`src/rtl/pipelined_lookahead_adder.sv`:
```
// Pipelined lookahead adder: WIDTH-bit a+b+cin resolved SEG_W bits per stage, SEGMENTS=WIDTH/SEG_W stages.
// Latency SEGMENTS cycles from accept to out_valid, throughput one beat per cycle.
// Backpressure: every stage holds while out_valid && !out_ready; in_ready = !out_valid || out_ready.
//
// Ports: clk, rst (sync, active-high) | in_valid/in_ready, a, b, cin (operand beat)
//        out_valid/out_ready, sum, cout (result beat) | ovf (signed overflow, optional)
// Optional feature: define ADDER_OVF_EN to add the ovf output and its pipeline bit.
module pipelined_lookahead_adder #(
  parameter int WIDTH = 32,
  parameter int SEG_W = 8
) (
  input  logic             clk,
  input  logic             rst,
  input  logic             in_valid,
  output logic             in_ready,
  input  logic [WIDTH-1:0] a,
  input  logic [WIDTH-1:0] b,
  input  logic             cin,
  output logic             out_valid,
  input  logic             out_ready,
  output logic [WIDTH-1:0] sum,
  output logic             cout
`ifdef ADDER_OVF_EN
  ,
  output logic             ovf
`endif
);

  localparam int SEGMENTS = WIDTH / SEG_W;

  generate
    if ((WIDTH % SEG_W) != 0) begin : g_bad_width
      $error("pipelined_lookahead_adder: WIDTH must be a multiple of SEG_W");
    end
  endgenerate

  // Stage k registers hold the beat after slice k has been resolved: the
  // operands (upper slices still needed downstream), the partial sum with
  // slices 0..k filled in, and the carry out of slice k.
  logic             v_q [SEGMENTS];
  logic             c_q [SEGMENTS];
  logic [WIDTH-1:0] a_q [SEGMENTS];
  logic [WIDTH-1:0] b_q [SEGMENTS];
  logic [WIDTH-1:0] s_q [SEGMENTS];

  // Inputs presented to stage k this cycle, and that stage's next values.
  logic             v_in  [SEGMENTS];
  logic             c_in  [SEGMENTS];
  logic [WIDTH-1:0] a_in  [SEGMENTS];
  logic [WIDTH-1:0] b_in  [SEGMENTS];
  logic [WIDTH-1:0] s_in  [SEGMENTS];
  logic [WIDTH-1:0] nx_s  [SEGMENTS];
  logic             nx_c  [SEGMENTS];

  logic             adv;
  logic             carry;
  logic [SEG_W-1:0] gen;
  logic [SEG_W-1:0] prop;

  // One global advance enable: the pipeline moves as a rigid shift register,
  // so bubbles are preserved and no stage needs its own handshake.
  assign adv       = !v_q[SEGMENTS-1] || out_ready;
  assign in_ready  = adv;
  assign out_valid = v_q[SEGMENTS-1];
  assign sum       = s_q[SEGMENTS-1];
  assign cout      = c_q[SEGMENTS-1];

  always_comb begin
    gen   = '0;
    prop  = '0;
    carry = 1'b0;

    v_in[0] = in_valid;
    c_in[0] = cin;
    a_in[0] = a;
    b_in[0] = b;
    s_in[0] = '0;
    for (int k = 1; k < SEGMENTS; k++) begin
      v_in[k] = v_q[k-1];
      c_in[k] = c_q[k-1];
      a_in[k] = a_q[k-1];
      b_in[k] = b_q[k-1];
      s_in[k] = s_q[k-1];
    end

    for (int k = 0; k < SEGMENTS; k++) begin
      gen   = a_in[k][k*SEG_W +: SEG_W] & b_in[k][k*SEG_W +: SEG_W];
      prop  = a_in[k][k*SEG_W +: SEG_W] ^ b_in[k][k*SEG_W +: SEG_W];
      carry = c_in[k];
      nx_s[k] = s_in[k];
      // Lookahead chain within the slice; flattened by synthesis into
      // generate/propagate terms across the SEG_W bits.
      for (int i = 0; i < SEG_W; i++) begin
        nx_s[k][k*SEG_W + i] = prop[i] ^ carry;
        carry = gen[i] | (prop[i] & carry);
      end
      nx_c[k] = carry;
    end
  end

  always_ff @(posedge clk) begin
    if (rst) begin
      for (int k = 0; k < SEGMENTS; k++) begin
        v_q[k] <= 1'b0;
        c_q[k] <= 1'b0;
        a_q[k] <= '0;
        b_q[k] <= '0;
        s_q[k] <= '0;
      end
    end else if (adv) begin
      for (int k = 0; k < SEGMENTS; k++) begin
        v_q[k] <= v_in[k];
        // Bubbles only move the valid bit; payload keeps its last value.
        if (v_in[k]) begin
          c_q[k] <= nx_c[k];
          a_q[k] <= a_in[k];
          b_q[k] <= b_in[k];
          s_q[k] <= nx_s[k];
        end
      end
    end
  end

`ifdef ADDER_OVF_EN
  // Signed overflow: same-sign operands producing a result of the other sign.
  // Operand MSBs arrive with the beat at the last stage.
  logic nx_ovf;
  logic ovf_q;

  assign ovf = ovf_q;

  always_comb begin
    nx_ovf = (a_in[SEGMENTS-1][WIDTH-1] == b_in[SEGMENTS-1][WIDTH-1]) &&
             (nx_s[SEGMENTS-1][WIDTH-1] != a_in[SEGMENTS-1][WIDTH-1]);
  end

  always_ff @(posedge clk) begin
    if (rst) begin
      ovf_q <= 1'b0;
    end else if (adv && v_in[SEGMENTS-1]) begin
      ovf_q <= nx_ovf;
    end
  end
`endif

endmodule

```
`config.mk`:
```
export PLATFORM = sky130hd
export DESIGN_NAME = pipelined_lookahead_adder
export DESIGN_NICKNAME = d
export VERILOG_FILES = /design/src/rtl/pipelined_lookahead_adder.sv
export SDC_FILE = /design/constraint.sdc
export NUM_CORES = 1
export LEC_CHECK = 0
export CAP_MARGIN = 20
export CORE_MARGIN = 4
export CORE_UTILIZATION = 30
export DETAILED_ROUTE_END_ITERATION = 6
export HOLD_SLACK_MARGIN = 0.1
export PLACE_DENSITY = 0.59
export SLEW_MARGIN = 20
export SYNTH_ARGS = -nofsm -noshare
export SYNTH_HDL_FRONTEND = slang
export SYNTH_SLANG_ARGS = --single-unit
export TNS_END_PERCENT = 5
```
`constraint.sdc`:
```
create_clock -name clk -period 3.85 [get_ports clk]
set_input_delay 0.77 -clock clk [delete_from_list [all_inputs] [get_ports clk]]
set_output_delay 0.77 -clock clk [all_outputs]
set_load 0.05 [all_outputs]
```
==> impl_metrics.tcl <==
set metrics [dict create \
    status "finished clean" \
    max-vdd-ir-drop_uv 236.2 \
    min_from "b_q[0][24]" \
    hp-class "register to register" \
    startpoint "a[0]" \
    drive_above_1_share_pct 40.65 \
    antenna_found_initial 0 \
    hold_viol 0 \
    drtIter0Drc 246 \
    fmax_ghz 0.2651 \
    core.rowCount 62 \
    die_w_um 180.5 \
    max_slew.worst_pin.slew_ns 0.9434 \
    p_leak_nw 3.556 \
    synth_area_mm2 0.008925 \
    critPathMaxFanout 1 \
    met3_usage_pct 2.220 \
    grt-busiest-layer "met2" \
    drc 0 \
    post-route-min-period_ns 3.772 \
    grt_use_total_pct 9.137 \
    maxCapViolations 0 \
    synth_warnings 0 \
    initial_core_util_pct 30.76 \
    worstPathCellList "dlygate4sd2_1, inv_2, fa_2, inv_2, fa_2, fa_2, fa_2, fa_2, fa_2, fa_2, inv_2, fa_1, nor3_2" \
    required_ns 4.11 \
    maxSlewViolCount 0 \
    fp.dieH_um 180.5 \
    setup_viol 0 \
    grt_max_degree 67 \
    clk_latency_ns 0.42 \
    start_kind "input port" \
    finalSetupTns_ns 0 \
    use_met2_pct 14.41 \
    place_hpwl_mm 9.826 \
    num-fill-cells 2680 \
    n_antenna_cell 0 \
    end_kind "register" \
    cp.arrival_ns 4.03 \
    drtPass1Iterations 4 \
    cts-root-buf "clkbuf_16" \
    cts_setup_buffers 0 \
    io_buffers 103 \
    clkSinkCount 184 \
    yosysUniqueCellTypes 14 \
    place_inst 935 \
    p_total_mw 4.612 \
    wl_per_cell_um 14.81 \
    crit_path_frequent_cell "fa_2" \
    final_util_pct 37.20 \
    gp_congestion 0.6945 \
    final_cell_mix "184 x edfxtp_1, 152 x nor3b_2, 100 x clkdlybuf4s50_1" \
    synth_seq_cells 184 \
    crit_path_max_incr_delay_ns 0.42 \
    rr_startpoint "c_q[0][2]" \
    ios 104 \
    syn_inst 479 \
    area_delta_synth_final_pct 20.94 \
    finalCritPeriodShare_pct 97.98 \
    crit_path_top_delay_cell "fa_1" \
    seq_area_frac_synth_pct 61.91 \
    clock_skew_ns 0.01114 \
    grt_pass1_wl_mm 23.72 \
    cts_buffers 17 \
    regArea_mm2 0.005525 \
    routed_wl_mm 14.32 \
    slew_headroom_pct 37.10 \
    vias 3955 \
    fin_hold_ws_ns 0.5647 \
    instances_no_fill 967 \
    cts_max_path_buffers 2 \
    grt_util_met1_pct 12.47 \
    die-area_mm2 0.03257 \
    grt_overflow 0 \
    first_global_vias 4333 \
    cts_hold_buf 0 \
    htree_levels 4 \
    layout_commonest_cell "edfxtp_1" \
    nNetsFinal 671 \
    crit_type "input port to register" \
    syn_nets 580 \
    core_area_mm2 0.02901 \
    syn-mean-instance-area_um2 18.63 \
    cts_tree "built" \
    clk_pin_slew_ns 0.07 \
    vias_per_cell 4.090 \
    multi_input_area_mm2 0.002935 \
    power_density_mw_per_mm2 427.2 \
    antenna_left 0 \
]
[repair_timing]
| item | 4_1_cts | 5_1_grt |
|---|---|---|
| setup endpoints to repair | 5 | 5 |
| pin swaps | 9 | 5 |
| resized for setup | 13 | 9 |
| endpoints found under the hold margin | 0 | 0 |
[per-layer routing]
metal  vias up  wire length, um
li1       1942                -
met1      1937             6876
met2        66             6883
met3        10              410
met4         0              153
met5         -                0
[cells in the mapped netlist, drive strengths merged]
master	number	area [um2]
nand2b	5	38.78
inv	26	97.59
nor3	10	100.1
a21o	4	30.03
nor2b	1	6.260
buf	43	434.2
fa	32	640.6
nor2	4	15.01
nor3b	170	2037
edfxtp	184	5525
[sequential cells by signal (all words and copies together), names as in the netlist]
| name | count |
|---|---|
| s_q | 80 |
| a_q | 48 |
| c_q | 4 |
| v_q | 4 |
| b_q | 48 |
[cell families (layout without fill, tap and decap cells)]
logic type / Yosys count / in the layout / synth area share (%)
AND/OR/NAND/NOR: 190 / 190 / 24.62
flip-flops: 184 / 184 / 61.91
buffers and inverters: 69 / 173 / 5.958
adder cells (fa/ha/maj): 32 / 32 / 7.178
AO/OA/AOI/OAI: 4 / 4 / 0.3365
[where the power goes]
group | leakage (nW) | switching, mW | internal, mW
clock network | 0.298 | 0.811 | 0.937
registers | 1.97 | 0.0416 | 2.34
logic | 1.29 | 0.252 | 0.226
[per-stage QoR]
stage	instance area, um2	setup WS [ns]
2_1_floorplan	8937	-0.03459
6_report	10790	0.07776
5_1_grt	10790	-0.001729
3_3_place_gp	10150	-0.4901
3_5_place_dp	10150	-0.5914
4_1_cts	10770	-0.008698
[critical path, delay by kind of cell]
| family | cells | cell delay (ns) |
|---|---|---|
| AND/OR/NAND/NOR | 1 | 0.11 |
| adder cells (fa/ha/maj) | 8 | 2.75 |
| buffers and inverters | 4 | 0.40 |
[path summary, 6_finish.rpt]
path                            slack, ns     endpoint  cells past startpoint
worst max register to register       0.17  s_q[0][127]                     11
worst min register to register       0.56   b_q[0][56]                      1
worst min-delay path                 0.56   b_q[0][56]                      1
worst max-delay path                 0.08    s_q[0][7]                     13
[final cells by class]
| cell class | instances | share of cell area, % |
|---|---|---|
| clock inverters | 14 | 1.704 |
| multi-input cells | 226 | 27.19 |
| well taps | 384 | 4.451 |
| flip-flops and latches | 184 | 51.19 |
| inverters | 26 | 0.9041 |
| clock buffers | 18 | 3.976 |
| repair buffers | 115 | 10.58 |
(Power assumes the default switching activity.)
